==> src/rtl/pc_control_if.sv <==
// rtl/pc_control_if.sv - branch/jump control bundle between decode/execute and the PC controller
//
// Purpose: groups every non-clock, non-reset signal of pc_control so the
// datapath and the controller connect through one port.
//
// Port summary (directions seen from the slave, i.e. pc_control):
//   BrEq, BrLt      in   branch comparator results
//   Funct3          in   branch funct3 of the current instruction
//   Branch/Jal/Jalr in   instruction class flags
//   InstValid       in   current instruction is valid
//   Stall           in   hold PC and state this cycle
//   Target          in   ALU-computed redirect address
//   BrUn            out  unsigned-compare select to the comparator
//   PC              out  registered fetch address
//   PCSel           out  redirect accepted this cycle (combinational)
//   Flush           out  kill the wrong-path instruction
//   Misalign        out  sticky misaligned-target trap flag
//   TakenCount      out  count of accepted redirects
interface pc_control_if #(
  parameter int DWIDTH = 32
);
  logic              BrEq;
  logic              BrLt;
  logic [2:0]        Funct3;
  logic              Branch;
  logic              Jal;
  logic              Jalr;
  logic              InstValid;
  logic              Stall;
  logic [DWIDTH-1:0] Target;
  logic              BrUn;
  logic [DWIDTH-1:0] PC;
  logic              PCSel;
  logic              Flush;
  logic              Misalign;
  logic [15:0]       TakenCount;

  // Datapath side: drives instruction/comparator info, observes PC control.
  modport master (
    output BrEq, BrLt, Funct3, Branch, Jal, Jalr, InstValid, Stall, Target,
    input  BrUn, PC, PCSel, Flush, Misalign, TakenCount
  );

  // Controller side.
  modport slave (
    input  BrEq, BrLt, Funct3, Branch, Jal, Jalr, InstValid, Stall, Target,
    output BrUn, PC, PCSel, Flush, Misalign, TakenCount
  );
endinterface

==> src/rtl/pc_control.sv <==
// rtl/pc_control.sv - program counter and branch/jump redirect controller
//
// Purpose: owns the fetch PC. Resolves conditional branches from comparator
// results, applies JAL/JALR redirects, raises Flush for the one wrong-path
// instruction after a taken redirect, and traps into HALT on a misaligned
// redirect target.
//
// Ports:
//   clk   in  single clock, rising edge
//   rst   in  synchronous active-high reset
//   bus   pc_control_if.slave (see interface file for the signal list)
//
// Parameters:
//   DWIDTH      width of PC, Target and address paths
//   RESET_PC    PC value loaded on reset
//   COUNT_INIT  TakenCount value loaded on reset (normally zero)
module pc_control #(
  parameter int                DWIDTH     = 32,
  parameter logic [DWIDTH-1:0] RESET_PC   = '0,
  parameter logic [15:0]       COUNT_INIT = 16'h0000
) (
  input  logic         clk,
  input  logic         rst,
  pc_control_if.slave  bus
);

  typedef enum logic [1:0] {
    RUN   = 2'd0,
    FLUSH = 2'd1,
    HALT  = 2'd2
  } state_t;

  state_t            state;
  logic [DWIDTH-1:0] pc_q;
  logic              flush_q;
  logic              misalign_q;
  logic [15:0]       count_q;

  logic              cond;
  logic              redirect;
  logic [DWIDTH-1:0] eff_target;
  logic              aligned;
  logic              accept;

  // Branch condition from funct3; 010/011 are not branch encodings.
  always_comb begin
    cond = 1'b0;
    case (bus.Funct3)
      3'b000:          cond = bus.BrEq;
      3'b001:          cond = ~bus.BrEq;
      3'b100, 3'b110:  cond = bus.BrLt;
      3'b101, 3'b111:  cond = ~bus.BrLt;
      default:         cond = 1'b0;
    endcase
  end

  // Jal has priority over Jalr, so bit 0 is only cleared when Jalr is the
  // winning request; a Jal with an odd target must still trap.
  always_comb begin
    eff_target = bus.Target;
    if (!bus.Jal && bus.Jalr) begin
      eff_target = {bus.Target[DWIDTH-1:1], 1'b0};
    end
  end

  assign redirect = bus.Jal | bus.Jalr | (bus.Branch & cond);
  assign aligned  = (eff_target[1:0] == 2'b00);
  assign accept   = (state == RUN) && bus.InstValid && !bus.Stall;

  assign bus.BrUn       = (bus.Funct3[2:1] == 2'b11);
  assign bus.PCSel      = !rst && accept && redirect && aligned;
  assign bus.PC         = pc_q;
  assign bus.Flush      = flush_q;
  assign bus.Misalign   = misalign_q;
  assign bus.TakenCount = count_q;

  // Flush is registered alongside the state so it equals (state == FLUSH)
  // without a decode path on the output.
  always_ff @(posedge clk) begin
    if (rst) begin
      state      <= RUN;
      pc_q       <= RESET_PC;
      flush_q    <= 1'b0;
      misalign_q <= 1'b0;
      count_q    <= COUNT_INIT;
    end else begin
      case (state)
        RUN: begin
          if (!bus.Stall) begin
            if (bus.InstValid && redirect) begin
              if (aligned) begin
                pc_q    <= eff_target;
                count_q <= count_q + 16'd1;
                state   <= FLUSH;
                flush_q <= 1'b1;
              end else begin
                // PC and TakenCount freeze; only reset leaves HALT.
                misalign_q <= 1'b1;
                state      <= HALT;
              end
            end else begin
              // Invalid slots still advance fetch.
              pc_q <= pc_q + DWIDTH'(4);
            end
          end
        end
        FLUSH: begin
          if (!bus.Stall) begin
            pc_q    <= pc_q + DWIDTH'(4);
            state   <= RUN;
            flush_q <= 1'b0;
          end
        end
        HALT: begin
          flush_q <= 1'b0;
        end
        default: begin
          state   <= RUN;
          flush_q <= 1'b0;
        end
      endcase
    end
  end

endmodule

==> src/flat_wrapper.sv <==
// flat-port wrapper written by rule: the top's interface ports become plain ports
module pc_control_flat 
#(
  parameter int                DWIDTH     = 32,
  parameter logic [DWIDTH-1:0] RESET_PC   = '0,
  parameter logic [15:0]       COUNT_INIT = 16'h0000
)
  (clk, rst, bus_BrEq, bus_BrLt, bus_Funct3, bus_Branch, bus_Jal, bus_Jalr, bus_InstValid, bus_Stall, bus_Target, bus_BrUn, bus_PC, bus_PCSel, bus_Flush, bus_Misalign, bus_TakenCount);
  pc_control_if #(.DWIDTH(DWIDTH)) bus_i ();
  input  logic clk;
  input  logic rst;
  input wire logic [$bits(bus_i.BrEq)-1:0] bus_BrEq;
  input wire logic [$bits(bus_i.BrLt)-1:0] bus_BrLt;
  input wire logic [$bits(bus_i.Funct3)-1:0] bus_Funct3;
  input wire logic [$bits(bus_i.Branch)-1:0] bus_Branch;
  input wire logic [$bits(bus_i.Jal)-1:0] bus_Jal;
  input wire logic [$bits(bus_i.Jalr)-1:0] bus_Jalr;
  input wire logic [$bits(bus_i.InstValid)-1:0] bus_InstValid;
  input wire logic [$bits(bus_i.Stall)-1:0] bus_Stall;
  input wire logic [$bits(bus_i.Target)-1:0] bus_Target;
  output wire logic [$bits(bus_i.BrUn)-1:0] bus_BrUn;
  output wire logic [$bits(bus_i.PC)-1:0] bus_PC;
  output wire logic [$bits(bus_i.PCSel)-1:0] bus_PCSel;
  output wire logic [$bits(bus_i.Flush)-1:0] bus_Flush;
  output wire logic [$bits(bus_i.Misalign)-1:0] bus_Misalign;
  output wire logic [$bits(bus_i.TakenCount)-1:0] bus_TakenCount;
  assign bus_i.BrEq = bus_BrEq;
  assign bus_i.BrLt = bus_BrLt;
  assign bus_i.Funct3 = bus_Funct3;
  assign bus_i.Branch = bus_Branch;
  assign bus_i.Jal = bus_Jal;
  assign bus_i.Jalr = bus_Jalr;
  assign bus_i.InstValid = bus_InstValid;
  assign bus_i.Stall = bus_Stall;
  assign bus_i.Target = bus_Target;
  assign bus_BrUn = bus_i.BrUn;
  assign bus_PC = bus_i.PC;
  assign bus_PCSel = bus_i.PCSel;
  assign bus_Flush = bus_i.Flush;
  assign bus_Misalign = bus_i.Misalign;
  assign bus_TakenCount = bus_i.TakenCount;
  pc_control #(.DWIDTH(DWIDTH), .RESET_PC(RESET_PC), .COUNT_INIT(COUNT_INIT)) u_core (.clk(clk), .rst(rst), .bus(bus_i));
endmodule
==> config.mk <==
export PLATFORM = sky130hd
export DESIGN_NAME = pc_control_flat
export DESIGN_NICKNAME = d
export VERILOG_FILES = /design/src/rtl/pc_control_if.sv /design/src/rtl/pc_control.sv /design/src/flat_wrapper.sv
export SDC_FILE = /design/constraint.sdc
export NUM_CORES = 1
export LEC_CHECK = 0
export BUFFER_PORTS_ARGS = -buffer_cell sky130_fd_sc_hd__buf_2
export CAP_MARGIN = 20
export CORE_AREA = 2 2 91 102
export DETAILED_ROUTE_END_ITERATION = 12
export DIE_AREA = 0 0 93 104
export PLACE_DENSITY = 0.61
export SETUP_SLACK_MARGIN = 0.05
export SLEW_MARGIN = 20
export SYNTH_ARGS = -nofsm -noshare
export SYNTH_HDL_FRONTEND = slang
export SYNTH_SLANG_ARGS = --single-unit
==> constraint.sdc <==
create_clock -name clk -period 3.4 [get_ports clk]
set_input_delay 1.02 -clock clk [delete_from_list [all_inputs] [get_ports clk]]
set_output_delay 1.02 -clock clk [all_outputs]
set_load 0.01 [all_outputs]
---- Yosys cells after proc, flatten, opt, wreduce, memory -nomap -nowiden ----
Cells that the tools add are included.
storage, ports and cells
  register bits ........................... 52
  bits of input ports ..................... 44
  output and inout port bits .............. 52
  word-level logic and storage cells ...... 66
operators by class
  add/sub/neg operators ................... 2
  equality and inequality tests ........... 13
  multiplexer cells ....................... 17
  bitwise logic cells ..................... 8
  reductions and logical operators ........ 21
operators with widths
  kind                                                                     count
  32-bit 2-to-1 mux                                                        4
  32-bit one-hot mux with 2 select lines                                   1
  32-bit by 3-bit adder with 32-bit output, second input constant          1
  4-bit AND reduction                                                      5
  16-bit by 1-bit adder with 16-bit output, second input constant          1
  3-bit == test, second input constant                                     4
  2-bit 2-to-1 mux                                                         4
  1-bit logical AND                                                        7
  2-bit inequality test, second input constant                             3
  2-bit one-hot mux with 3 select lines                                    1
  1-bit 2-to-1 mux                                                         5
  1-bit inverter                                                           5
  2-bit == test, second input constant                                     2
  2-bit logical NOT                                                        2
  1-bit one-hot mux with 4 select lines                                    1
  2-bit OR reduction                                                       2
  3-bit by 1-bit == test with 1-bit output, second input constant          1
  1-bit logical NOT                                                        3
  3-bit logical NOT                                                        1
  3-bit by 2-bit inequality test with 1-bit output, second input constant  1
  2-bit by 1-bit == test with 1-bit output, second input constant          1
  2-bit by 1-bit inequality test with 1-bit output, second input constant  1
  1-bit bitwise OR                                                         2
  1-bit one-hot mux with 2 select lines                                    1
  other kinds (2)                                                          2

---- Logic depth before layout (Yosys ltp) ----
  depth in word-level cells ............... 9
  mapped depth ............................ 7
  depth with buffers taken out ............ 6

---- Least setup slack after synthesis ----
No wires, ideal clock.
  path kind ............................... input to output
  start ................................... in bus_Jal
  end ..................................... out bus_PCSel
  arrival ................................. 2.154 ns
  data required time ...................... 2.380 ns
  setup slack ............................. 0.226 ns
  stages on the path ...................... 4
  buffers on the path ..................... 0
  path through ............................ nand2b_1 a211oi_1 a21boi_0 and3_1
on the way
  cells in the longest elaborated chain, start to end .. 5
  elaborated cells on any way between the ends .. 8
  classes of those cells .................. 1 x mux; 2 x bitwise; 5 x reduce/logical
ends and longest elaborated chain
  item                   line                text
  start, declared        flat_wrapper.sv:16  input wire logic [$bits(bus_i.Jal)-1:0] bus_Jal;
  1-bit logical NOT      pc_control.sv:61    if (!bus.Jal && bus.Jalr) begin
  1-bit logical AND      pc_control.sv:61
  1-bit 2-to-1 mux       pc_control.sv:61
  2-bit logical NOT      pc_control.sv:67    assign aligned = (eff_target[1:0] == 2'b00);
  1-bit logical AND (*)  pc_control.sv:71    assign bus.PCSel = !rst && accept && redirect && aligned;
  end, declared          flat_wrapper.sv:23  output wire logic [$bits(bus_i.PCSel)-1:0] bus_PCSel;
Every way passes the cells marked *; elsewhere a longest branch is shown, timed or not.

---- Worst setup path after layout ----
Ends and elaborated chain as after synthesis.

==> flow_metrics.env <==
export IMPL_layout_common_cells="buf_2, dfxtp_1, inv_1, mux2i_1, o32ai_1"
export IMPL_wirelength_um=9830
export IMPL_clock_skew_ps=11.9
export IMPL_grt_pass1_vias=3376
export IMPL_drive_above_1_share_pct=27.2
export IMPL_cap_violations=0
export IMPL_pin_count=96
export IMPL_p_leak_nw=1.55
export IMPL_reg2regPathDepth=6
export IMPL_path_max_fanout=3
export IMPL_async_flop_share_pct=0
export IMPL_cts_max_path_buffers=2
export IMPL_cts_tree="yes"
export IMPL_htreeDepth=2
export IMPL_place_detailed_hpwl_um=6930
export IMPL_io_buffers=95
export IMPL_endpoint_kind="primary output"
export IMPL_clockRootBuffer="clkbuf_8"
export IMPL_cts_setup_buffers=0
export IMPL_synth_cell_types=60
export IMPL_clk_latency_ps=320
export IMPL_antenna_found_initial=0
export IMPL_die_h_um=104
export IMPL_crit_type="input port to primary output"
export IMPL_grt_max_degree=51
export IMPL_rows=36
export IMPL_ys_ff_latch=52
export IMPL_syn_inst=398
export IMPL_regToRegStartpoint="u_core.bus.PC[3]"
export IMPL_gr_total_overflow=0
export IMPL_finalHoldViolCount=0
export IMPL_cts_hold_buffers_added=0
export IMPL_ys_dominant_reg_cell="dfxtp_1"
export IMPL_synth_nets=444
export IMPL_crit_required_ps=2380
export IMPL_gp_congestion=0.793
export IMPL_via_per_inst=5.85
export IMPL_firstDrtPassIters=4
export IMPL_ys_warn_count=0
export IMPL_worstHoldStart="u_core.bus.PC[1]"
export IMPL_avgSynthCellArea_um2=8.33
export IMPL_fp_coreArea_um2=8650
export IMPL_ir_worst_vdd_v=0.000167
export IMPL_final_common_cell="buf_2"
export IMPL_fillerInstances=901
export IMPL_worstPathArrival_ps=2180
export IMPL_holdPathEnd="u_core.bus.PC[1]"
export IMPL_dieWidth_um=93
export IMPL_clkTransAtPathRegs_ps=110
export IMPL_netlist_area_um2=3310
export IMPL_tns_ps=0
export IMPL_area_growth_pct=20.1
export IMPL_fin_crit_sh_pct=94.2
export IMPL_tightestPinTransition_ps=853
export IMPL_vias=3508
export IMPL_max_slew_margin_rel_pct=42.8
export IMPL_initial_core_util_pct=38.3
export IMPL_rsz0062_at_grt="false"
export IMPL_die_area_um2=9670
export IMPL_clock_fmax_mhz=312
export IMPL_drcViolationCount=0
export IMPL_power_density_nw_per_um2=337
export IMPL_routedWlPerCell_um=16.4
export IMPL_drtAntennaViolNets=0
export IMPL_hold_class="flip-flop to flip-flop"
export IMPL_cts_sinks=52
export IMPL_setup_viol=0
export IMPL_drt_iter0_markers=188
export IMPL_hold_depth=1
export IMPL_cts_made_buffers=5
export IMPL_grt_usage_pct=20.2
export IMPL_synth_edf_count=0
export IMPL_ff2ff_setup_slack_ps=980
export IMPL_cp_start_kind="input port"
export IMPL_final_nets=531
export IMPL_grt_pass1_wl_um=16400
export IMPL_min_period_ps=3200
export IMPL_timing_rr_end="u_core.bus.PC[26]"
export IMPL_worst_hold_slack_ps=487
export IMPL_slew_viol_final=0
export IMPL_outcome="completed"
export IMPL_cts_resized=0
export IMPL_ys_seq_area_share_pct=31.4
export IMPL_n_antenna_cell=0
==> layer usage <==
layer | wire length [um] | track usage, %
met4 | 161 | 5.57
met2 | 4750 | 34.3
met3 | 564 | 3.99
met5 | 0 | 0
met1 | 4350 | 26.0
==> layout make-up <==
cell class | count | area [um2] | area share [%]
clock buffer | 5 | 68.8 | 1.73
timing repair buffer | 108 | 573 | 14.4
clock inverter | 3 | 27.5 | 0.691
sequential | 52 | 1040 | 26.1
multi-input combinational | 284 | 2000 | 50.3
inverter | 34 | 128 | 3.21
tap | 114 | 143 | 3.58
==> worst max-delay path, cell delays in order <==
cell and delay (ps):
buf_2 110, nand2b_1 150, a211oi_1 310, a21boi_0 280, and3_1 180, buf_2 130
==> state kept, by name, indices dropped and copies added (netlist names) <==
signal and count:
u_core.bus.Flush 1, u_core.bus.Misalign 1, u_core.bus.PC 32, u_core.bus.TakenCount 16, u_core.state 2
==> kinds of logic (layout without fill, tap and decap cells) <==
group / after synthesis / in the layout / share of synthesized area [%]
AO/OA/AOI/OAI: 109 / 109 / 25.2
XOR/XNOR: 4 / 4 / 1.06
adder cells (fa/ha/maj): 2 / 2 / 0.755
buffers and inverters: 62 / 150 / 8.76
flip-flops: 52 / 52 / 31.4
multiplexers: 28 / 28 / 8.49
AND/OR/NAND/NOR: 141 / 141 / 24.3
==> through the flow <==
step	setup WS (ps)	cell area (um2)	cells	util, %	power [mW]
3_5_place_dp	194	3880	592	44.9	0.957
4_1_cts	182	3980	600	46.0	1.35
6_report	197	3980	600	46.0	1.34
3_3_place_gp	287	3880	592	44.9	0.952
5_1_grt	74.9	3980	600	46.0	1.40
2_1_floorplan	226	3310	398	-	0.858
==> cell usage after synthesis, types with 4 or more instances <==
cell      number  area, um2
or3_1          7       43.8
o31ai_1        7       52.6
a21oi_1       12       60.1
inv_1         33        124
buf_4          5       37.5
o32ai_1       27        236
nand2_1       20       75.1
nand3_1       19       95.1
or4_1          6       45.0
nor4_1        14       87.6
nor3_1        11       55.1
clkbuf_1      15       56.3
and3_1         4       25.0
dfxtp_1       52       1040
o21ai_0        8       40.0
nor2_1        21       78.8
buf_6          4       45.0
mux2i_1       27        270
nand4_1       14       87.6
a211oi_1      26        195
and4_1         7       61.3
==> worst max path at each step <==
stage,startpoint,endpoint
after CTS,bus_Jal,bus_PCSel
final,bus_Jal,bus_PCSel
after floorplan,bus_Jal,bus_PCSel
after global routing,bus_Jal,bus_PCSel
after global placement,bus_Jal,bus_PCSel
after detailed placement,bus_Jal,bus_PCSel
==> power breakdown <==
part | switching [mW] | internal [mW] | leakage [nW]
registers | 0.0394 | 0.635 | 0.422
logic | 0.156 | 0.114 | 1.08
clock network | 0.244 | 0.152 | 0.0463
Power figures use the tool's default switching activity.
